## config.mk

```make
export PLATFORM = sky130hd
export DESIGN_NAME = pad_column_scheduler
export DESIGN_NICKNAME = d
export VERILOG_FILES = /design/src/rtl/pad_column_scheduler_pkg.sv /design/src/rtl/pad_column_scheduler_assembler.sv /design/src/rtl/pad_column_scheduler.sv
export SDC_FILE = /design/constraint.sdc
export NUM_CORES = 1
export LEC_CHECK = 0
export ABC_CLOCK_PERIOD_IN_PS = 18200
export CAP_MARGIN = 20
export CORE_MARGIN = 5
export CORE_UTILIZATION = 35
export DETAILED_ROUTE_END_ITERATION = 12
export PLACE_DENSITY = 0.6
export SYNTH_ARGS = -nofsm -noshare
export SYNTH_HDL_FRONTEND = slang
export SYNTH_SLANG_ARGS = --single-unit
```

## constraint.sdc

```tcl
create_clock -name clk -period 18.2 [get_ports clk]
set_clock_uncertainty 0.1 [all_clocks]
set_input_delay 2.73 -clock clk [delete_from_list [all_inputs] [get_ports clk]]
set_output_delay 2.73 -clock clk [all_outputs]
set_load 0.01 [all_outputs]
```

## src/rtl/pad_column_scheduler_pkg.sv

```systemverilog
// Shared defaults, derived widths and FSM encoding for the padded-column scheduler.
package pad_column_scheduler_pkg;

   localparam int DEF_IMG_ROWS = 24;
   localparam int DEF_IMG_COLS = 32;
   localparam int DEF_DW       = 8;
   localparam int DEF_ADDR_W   = 10;
   localparam int COL_W        = (DEF_IMG_ROWS + 2) * DEF_DW;
   localparam int LAST_COL     = DEF_IMG_COLS + 1;

   typedef enum logic [2:0] {
      ST_IDLE   = 3'd0,
      ST_START  = 3'd1,
      ST_PADCOL = 3'd2,
      ST_FETCH  = 3'd3,
      ST_EMIT   = 3'd4,
      ST_DONE   = 3'd5
   } state_e;

endpackage

```

## src/rtl/pad_column_scheduler_assembler.sv

```systemverilog
// Slot register file for one padded column; slot 0 sits in the most significant byte.
module pad_col_assembler
   import pad_column_scheduler_pkg::*;
#(
   parameter int N_ROWS = DEF_IMG_ROWS,
   parameter int PIX_W  = DEF_DW,
   parameter int SLOT_W = 5
) (
   input  logic                          clk,
   input  logic                          rst,
   input  logic                          fill_all_pad,
   input  logic                          wr_en,
   input  logic [SLOT_W-1:0]             wr_slot,
   input  logic [PIX_W-1:0]              wr_data,
   input  logic [PIX_W-1:0]              pad,
   output logic [(N_ROWS+2)*PIX_W-1:0]   col_data
);

   logic [PIX_W-1:0] slot_r [N_ROWS+2];

   // Whole-column pad fill has priority over a single returned pixel.
   always_ff @(posedge clk or posedge rst) begin
      if (rst) begin
         for (int k = 0; k < N_ROWS + 2; k++) slot_r[k] <= {PIX_W{1'b0}};
      end else if (fill_all_pad) begin
         for (int k = 0; k < N_ROWS + 2; k++) slot_r[k] <= pad;
      end else if (wr_en) begin
         slot_r[wr_slot] <= wr_data;
      end
   end

   // Flatten slots into the column bus.
   always_comb begin
      col_data = {((N_ROWS+2)*PIX_W){1'b0}};
      for (int k = 0; k < N_ROWS + 2; k++)
         col_data[(N_ROWS+2-k)*PIX_W-1 -: PIX_W] = slot_r[k];
   end

endmodule

```

## src/rtl/pad_column_scheduler.sv

```systemverilog
// Frame controller: flips the ping-pong buffer and streams IMG_COLS+2 padded columns to the PE array.
// Macro COL_PERF_CNT_EN builds the col_vld && !col_rdy stall counter; otherwise stall_cycles is 0.
module pad_column_scheduler
   import pad_column_scheduler_pkg::*;
#(
   parameter int IMG_ROWS = DEF_IMG_ROWS,
   parameter int IMG_COLS = DEF_IMG_COLS,
   parameter int DW       = DEF_DW,
   parameter int ADDR_W   = DEF_ADDR_W
) (
   input  logic                        clk,
   input  logic                        rst,
   input  logic                        en,
   input  logic                        buf_ready,
   input  logic [DW-1:0]               pad_value,
   output logic                        switch_pingpong,
   output logic                        rd_en,
   output logic [ADDR_W-1:0]           rd_addr,
   input  logic [DW-1:0]               rd_data,
   output logic [(IMG_ROWS+2)*DW-1:0]  col_data,
   output logic                        col_vld,
   input  logic                        col_rdy,
   output logic [5:0]                  col_idx,
   output logic                        frame_done,
   output logic                        busy,
   output logic [15:0]                 stall_cycles
);

   localparam int               ROW_W    = $clog2(IMG_ROWS + 1);
   localparam int               SLOT_W   = $clog2(IMG_ROWS + 2);
   localparam logic [5:0]       LAST_IDX = 6'(IMG_COLS + 1);
   localparam logic [ROW_W-1:0] ROW_END  = ROW_W'(IMG_ROWS);

   state_e              state_r, state_nx_s;
   logic [ROW_W-1:0]    row_cnt_r;
   logic [5:0]          col_idx_r;
   logic [DW-1:0]       pad_q_r;
   logic                cap_vld_r;
   logic [SLOT_W-1:0]   cap_slot_r;
   logic                rd_en_s;
   logic [ADDR_W-1:0]   rd_addr_s;
   logic                sw_r, done_r, col_vld_r, busy_r;

   // Next-state logic; only EMIT may advance with en low so the handshake completes.
   always_comb begin
      state_nx_s = state_r;
      case (state_r)
         ST_IDLE:   if (buf_ready && en) state_nx_s = ST_START;  else state_nx_s = ST_IDLE;
         ST_START:  if (en) state_nx_s = ST_PADCOL;              else state_nx_s = ST_START;
         ST_PADCOL: if (en) state_nx_s = ST_EMIT;                else state_nx_s = ST_PADCOL;
         ST_FETCH:  if (en && row_cnt_r == ROW_END) state_nx_s = ST_EMIT;
                    else state_nx_s = ST_FETCH;
         ST_EMIT: begin
            if (!col_rdy)                          state_nx_s = ST_EMIT;
            else if (col_idx_r == LAST_IDX)        state_nx_s = ST_DONE;
            else if (col_idx_r + 6'd1 == LAST_IDX) state_nx_s = ST_PADCOL;
            else                                   state_nx_s = ST_FETCH;
         end
         ST_DONE:   if (en) state_nx_s = ST_IDLE;                else state_nx_s = ST_DONE;
         default:   state_nx_s = ST_IDLE;
      endcase
   end

   // Read strobe and address for the next row of the current buffer column.
   always_comb begin
      rd_en_s   = 1'b0;
      rd_addr_s = {ADDR_W{1'b0}};
      if (state_r == ST_FETCH && en && row_cnt_r != ROW_END) begin
         rd_en_s   = 1'b1;
         rd_addr_s = ADDR_W'(row_cnt_r) * ADDR_W'(IMG_COLS) + ADDR_W'(col_idx_r) - ADDR_W'(1);
      end else begin
         rd_en_s   = 1'b0;
         rd_addr_s = {ADDR_W{1'b0}};
      end
   end

   // State register.
   always_ff @(posedge clk or posedge rst) begin
      if (rst) state_r <= ST_IDLE;
      else     state_r <= state_nx_s;
   end

   // Column/row counters and the frame-wide pad byte.
   always_ff @(posedge clk or posedge rst) begin
      if (rst) begin
         row_cnt_r <= {ROW_W{1'b0}};
         col_idx_r <= 6'd0;
         pad_q_r   <= {DW{1'b0}};
      end else begin
         if (state_r == ST_START) pad_q_r <= pad_value;
         if (state_r == ST_IDLE) begin
            col_idx_r <= 6'd0;
            row_cnt_r <= {ROW_W{1'b0}};
         end else if (state_r == ST_EMIT && col_rdy && col_idx_r != LAST_IDX) begin
            col_idx_r <= col_idx_r + 6'd1;
            row_cnt_r <= {ROW_W{1'b0}};
         end else if (rd_en_s) begin
            row_cnt_r <= row_cnt_r + ROW_W'(1);
         end
      end
   end

   // Track the in-flight read so its data lands even if en drops.
   always_ff @(posedge clk or posedge rst) begin
      if (rst) begin
         cap_vld_r  <= 1'b0;
         cap_slot_r <= {SLOT_W{1'b0}};
      end else begin
         cap_vld_r  <= rd_en_s;
         cap_slot_r <= SLOT_W'(row_cnt_r) + SLOT_W'(1);
      end
   end

   // Registered status outputs; pulses fire on state entry only.
   always_ff @(posedge clk or posedge rst) begin
      if (rst) begin
         sw_r      <= 1'b0;
         done_r    <= 1'b0;
         col_vld_r <= 1'b0;
         busy_r    <= 1'b0;
      end else begin
         sw_r      <= (state_r == ST_IDLE) && (state_nx_s == ST_START);
         done_r    <= (state_r != ST_DONE) && (state_nx_s == ST_DONE);
         col_vld_r <= (state_nx_s == ST_EMIT);
         busy_r    <= (state_nx_s != ST_IDLE);
      end
   end

   pad_col_assembler #(
      .N_ROWS (IMG_ROWS),
      .PIX_W  (DW),
      .SLOT_W (SLOT_W)
   ) u_asm (
      .clk          (clk),
      .rst          (rst),
      .fill_all_pad (state_r == ST_PADCOL),
      .wr_en        (cap_vld_r),
      .wr_slot      (cap_slot_r),
      .wr_data      (rd_data),
      .pad          (pad_q_r),
      .col_data     (col_data)
   );

`ifdef COL_PERF_CNT_EN
   logic [15:0] stall_cnt_r;

   // Saturating count of presented-but-refused column cycles.
   always_ff @(posedge clk or posedge rst) begin
      if (rst)                                          stall_cnt_r <= 16'd0;
      else if (state_r == ST_START)                     stall_cnt_r <= 16'd0;
      else if (col_vld_r && !col_rdy && stall_cnt_r != 16'hFFFF)
                                                        stall_cnt_r <= stall_cnt_r + 16'd1;
   end

   assign stall_cycles = stall_cnt_r;
`else
   assign stall_cycles = 16'd0;
`endif

   assign switch_pingpong = sw_r;
   assign frame_done      = done_r;
   assign col_vld         = col_vld_r;
   assign busy            = busy_r;
   assign col_idx         = col_idx_r;
   assign rd_en           = rd_en_s;
   assign rd_addr         = rd_addr_s;

endmodule
```

Word-level counts from Yosys, hierarchy flattened. Cells that the tools add are included.

Add/subtract/negate cells: 4. Magnitude comparators: 2. Equality and inequality tests: 14. Multiplexer cells: 21. Bitwise logic cells: 1. Reductions and logical operators: 14.

Operator list (number): $mux 208 (2); $bwmux 208 (1); $demux 8 s5 (1); $pmux 3 s6 (1); $mux 3 (5); $mux 5 (3); $eq 3x3->1 const B (4); $eq 6x6->1 const B (2); $mux 6 (2); $add 10x6->10 (1); $mux 10 (1); $sub 10x1->10 const B (1); $logic_and 1x1->1 (9); $mux 8 (1); $add 6x1->6 const B (1); $eq 3x1->1 const B (2); $eq 3x2->1 const B (2); $ge 6x6->1 const B (1); $lt 6x1->1 const B (1); $ne 6x6->1 const B (1); $not 5->6 (1); $reduce_bool 3->1 (2); $add 5x1->5 const B (1); $eq 5x5->1 const B (1); other kinds (6) (9).

Flip-flop bits (word level): 240. Output and inout bits: 245.

Longest topological paths before layout.
Depth after elaboration: 8. Gate-level depth with buffers: 9. Mapped depth without buffers: 9.

By module. A second synthesis with hierarchy kept.

Cell total of the unflattened synthesis: 1246. Area total of the unflattened synthesis: 11639.9 µm².

Modules (own cells, without submodules): pad_col_assembler (instances 1, cells an instance 1037, area an instance 9557.9 µm²); pad_column_scheduler (instances 1, cells an instance 209, area an instance 2082.0 µm²).

Worst setup path after synthesis. OpenSTA, ideal clock, no wires.

Path kind: input to output. Start point: input en. End point: output rd_addr[4]. Arrival time: 3.648 ns. Data required time: 15.370 ns. Setup slack: 11.722 ns. Cell stages on the path: 5. Path through: and2b_1 -> nand4_2 -> clkinv_1 -> o31ai_1 -> a31oi_1.

Cells in the longest elaborated chain, start to end: 3.

Ends and longest elaborated chain: start: declaration (RTL line pad_column_scheduler.sv:13) `input logic en,`; $logic_and 1x1->1 (2 in series) (RTL line pad_column_scheduler.sv:68) `if (state_r == ST_FETCH && en && row_cnt_r != ROW_END) begin`; $mux 10 (RTL line pad_column_scheduler.sv:68); end: declaration (RTL line pad_column_scheduler.sv:18) `output logic [ADDR_W-1:0] rd_addr,`.

No other way between the ends.

Worst setup path in the final report. Same ends and word-level chain as after synthesis.

==> summary.md <==
| Metric | Value |
|---|---|
| Met3 wire length | 3310 um |
| I/O pins | 266 |
| Detail Route Antenna Nets | 0 |
| GP Congestion | 0.824 |
| Slew @ Worst Pin | 1.09 ns |
| Die Y | 187 um |
| Avg Inst Size Synth | 9.21 um2 |
| Top FF cell, synth | dfrtp_1 |
| Yosys reg bits | 240 |
| Commonest non-fill, non-tap cell in the layout | nand2_1 |
| Nets | 1456 |
| CTS sink cnt | 240 |
| Fin Hold WS | 0.431 ns |
| Pwr per Cell Area | 187 mW/mm2 |
| Layout cells sized above 1 | 0.0781 |
| Slew headroom | 0.274 |
| Initial DRC Count | 931 |
| Data arrival time of the critical path | 5.01 ns |
| CTS tree | done |
| Crit-path max FO | 10 |
| Number of H-tree levels | 1 |
| Final min period | 7.84 ns |
| Hold buffers post-CTS | 0 |
| Reg area | 0.00601 mm2 |
| Worst setup SP type | input port |
| Core ar. | 0.0313 mm2 |
| CTS buffer count | 27 |
| Fin. max-slew vios | 0 |
| # placed instances | 1787 |
| RSZ-0062 raised after global routing | false |
| Die footprint | 0.0351 mm2 |
| Cell area after layout | 0.0147 mm2 |
| CP required | 15.37 ns |
| Initial antenna violation count | 0 |
| Worst slack, placed | 10.36 ns |
| Synthesized netlist cell count | 1197 |
| DRC violations left | 0 |
| Number of global-route vias before repair | 9864 |
| Die width | 187 um |
| Worst min path class | register to register |
| Synth Warn # | 0 |
| Metal2 WL | 17900 um |
| Post-DR vias/cell | 5.37 |
| WL per Instance | 21.6 um |
| Count of final setup violators | 0 |
| Grt total ovfl | 0 |
| Synth unique cells | 55 |
| Peak VDD IR | 0.0996 mV |
| Synth Cell Area | 0.0110 mm2 |
| Final Hold Viols | 0 |
| Total Routing Usage GR | 0.217 |
| Period utilisation layout | 0.431 |
| Setup crit end kind | output pin |
| Sequential share of the synthesized area | 0.545 |
| DR pass1 iterations | 5 |
| Setup ws final | 10.36 ns |
| P_leak | 0.00627 uW |
| Worst-path clk slew | 0.06 ns |
| Area grow syn2layout | 33.5% |
| Clk Latency, worst-skew pair | 0.53 ns |
| ANT cells | 0 |
| Top Metal Used | met4 |
| Final Non-Filler Cells | 1836 |
| Post-detail-place hpwl | 24800 um |
| Setup TNS | 0 ns |
| I/O Buffers | 249 |
| Most frequent cells in the layout | 454 x nand2_1, 249 x clkdlybuf4s50_1, 240 x dfrtp_1, 210 x a31oi_1, 30 x nor2_4 |
| Cell Rows | 65 |
| Setup bufs post-CTS | 0 |
| Largest net degree at the start of global routing | 116 |
| Total routed wirelength | 39600 um |
| Clk buf depth | 3 |
| CTS Root Cell | clkbuf_16 |
| Worst setup path category | input port to output pin |
| Worst-path cell chain | clkdlybuf4s50_1, and2b_1, nand4_2, clkinv_1, o31ai_1, a31oi_1, clkdlybuf4s50_1 |
| Global-route wire length before repair | 60800 um |
| Status | completed |
| Crit path top cell by count | clkdlybuf4s50_1 |
| DRT met1 WL | 17500 um |
| Initial Utilization | 0.352 |
| Vias | 9860 |
| # fillers | 2943 |
| Slowest-stage cell, CP | clkdlybuf4s50_1 |
| Area occupied by multi-input gates | 0.00460 mm2 |
| Async SR Flop Fraction | 1.00 |
| Post-synth EDFFs | 0 |
| Largest stage delay, worst path | 0.58 ns |
| Placement Cell Area | 0.0138 mm2 |
| Max-cap check violation count | 0 |
| Achievable Freq | 128 MHz |
| Resize count post-CTS | 0 |
per-stage QoR:
stage	util	total power, uW
6_report	0.470	2750
5_1_grt	0.470	2910
4_1_cts	0.470	2770
2_1_floorplan	-	1520
3_3_place_gp	0.441	2180
3_5_place_dp	0.441	2210
worst paths after layout:
path,end,slack (ns),cells after the start,startpoint
worst max-delay path,rd_addr[4],10.36,7,en
worst min-delay path,pad_q_r[6],0.43,1,pad_q_r[6]
worst max register to register,u_asm.col_data[195],15.72,4,state_r[2]
worst min register to register,pad_q_r[6],0.43,1,pad_q_r[6]
max in group asynchronous,u_asm.col_data[181],13.26,4,rst
min in group asynchronous,u_asm.col_data[110],2.62,2,rst
report_power, final:
group	internal, uW	switching (uW)
logic	603	623
registers	787	181
clock network	336	222
kinds of logic after synthesis:
| group | count (synthesis) | synth area share |
|---|---|---|
| and+or+nand+nor | 553 | 0.221 |
| AOI/OAI and AO/OA | 249 | 0.144 |
| DFF | 240 | 0.545 |
| buffers and inverters | 112 | 0.0473 |
| adders and majority gates | 21 | 0.0245 |
| xor gates and xnor gates | 13 | 0.0103 |
| muxes | 8 | 0.00817 |
| other | 1 | 0.000340 |
layout make-up:
type	count	share of cell area
Multi-Input combinational cell	860	0.313
Timing Repair Buffer	264	0.177
Tap cell	402	0.0342
Clock inverter	9	0.00672
Sequential cell	240	0.408
Clock buffer	40	0.0553
Inverter	21	0.00587
Yosys cell counts, drive strengths merged (5+ instances only):
cell	number	area, um2
nand2	455	1710
dfrtp	240	6010
a31oi	210	1310
nor2	50	383
buf	47	278
clkbuf	44	165
ha	20	250
inv	20	75.1
mux2	8	90.1
o21ai	8	40.0
xnor2	8	70.1
a21oi	7	35.0
nand3	6	30.0
nor3	6	35.0
nor3b	5	37.5
xor2	5	43.8
worst max-delay path, delay by kind of cell:
| family | cells | cell delay, ns |
|---|---|---|
| AOI/OAI and AO/OA | 2 | 0.32 |
| buffers and inverters | 3 | 1.43 |
| and+or+nand+nor | 2 | 0.53 |
sequential cells by signal, summed over array words and instances, names as in the netlist:
name	cells
row_cnt_r	5
col_idx	6
cap_vld_r	1
cap_slot_r	5
col_vld	1
state_r	3
frame_done	1
switch_pingpong	1
pad_q_r	8
u_asm.col_data	208
busy	1
metal layers:
metal / track usage / up-vias
met3: 0.0455 / 60
li1: - / 4495
met2: 0.344 / 472
met1: 0.309 / 4833
met5: 0 / -
met4: 0.0503 / 0
Power figures use the tool's default switching activity.
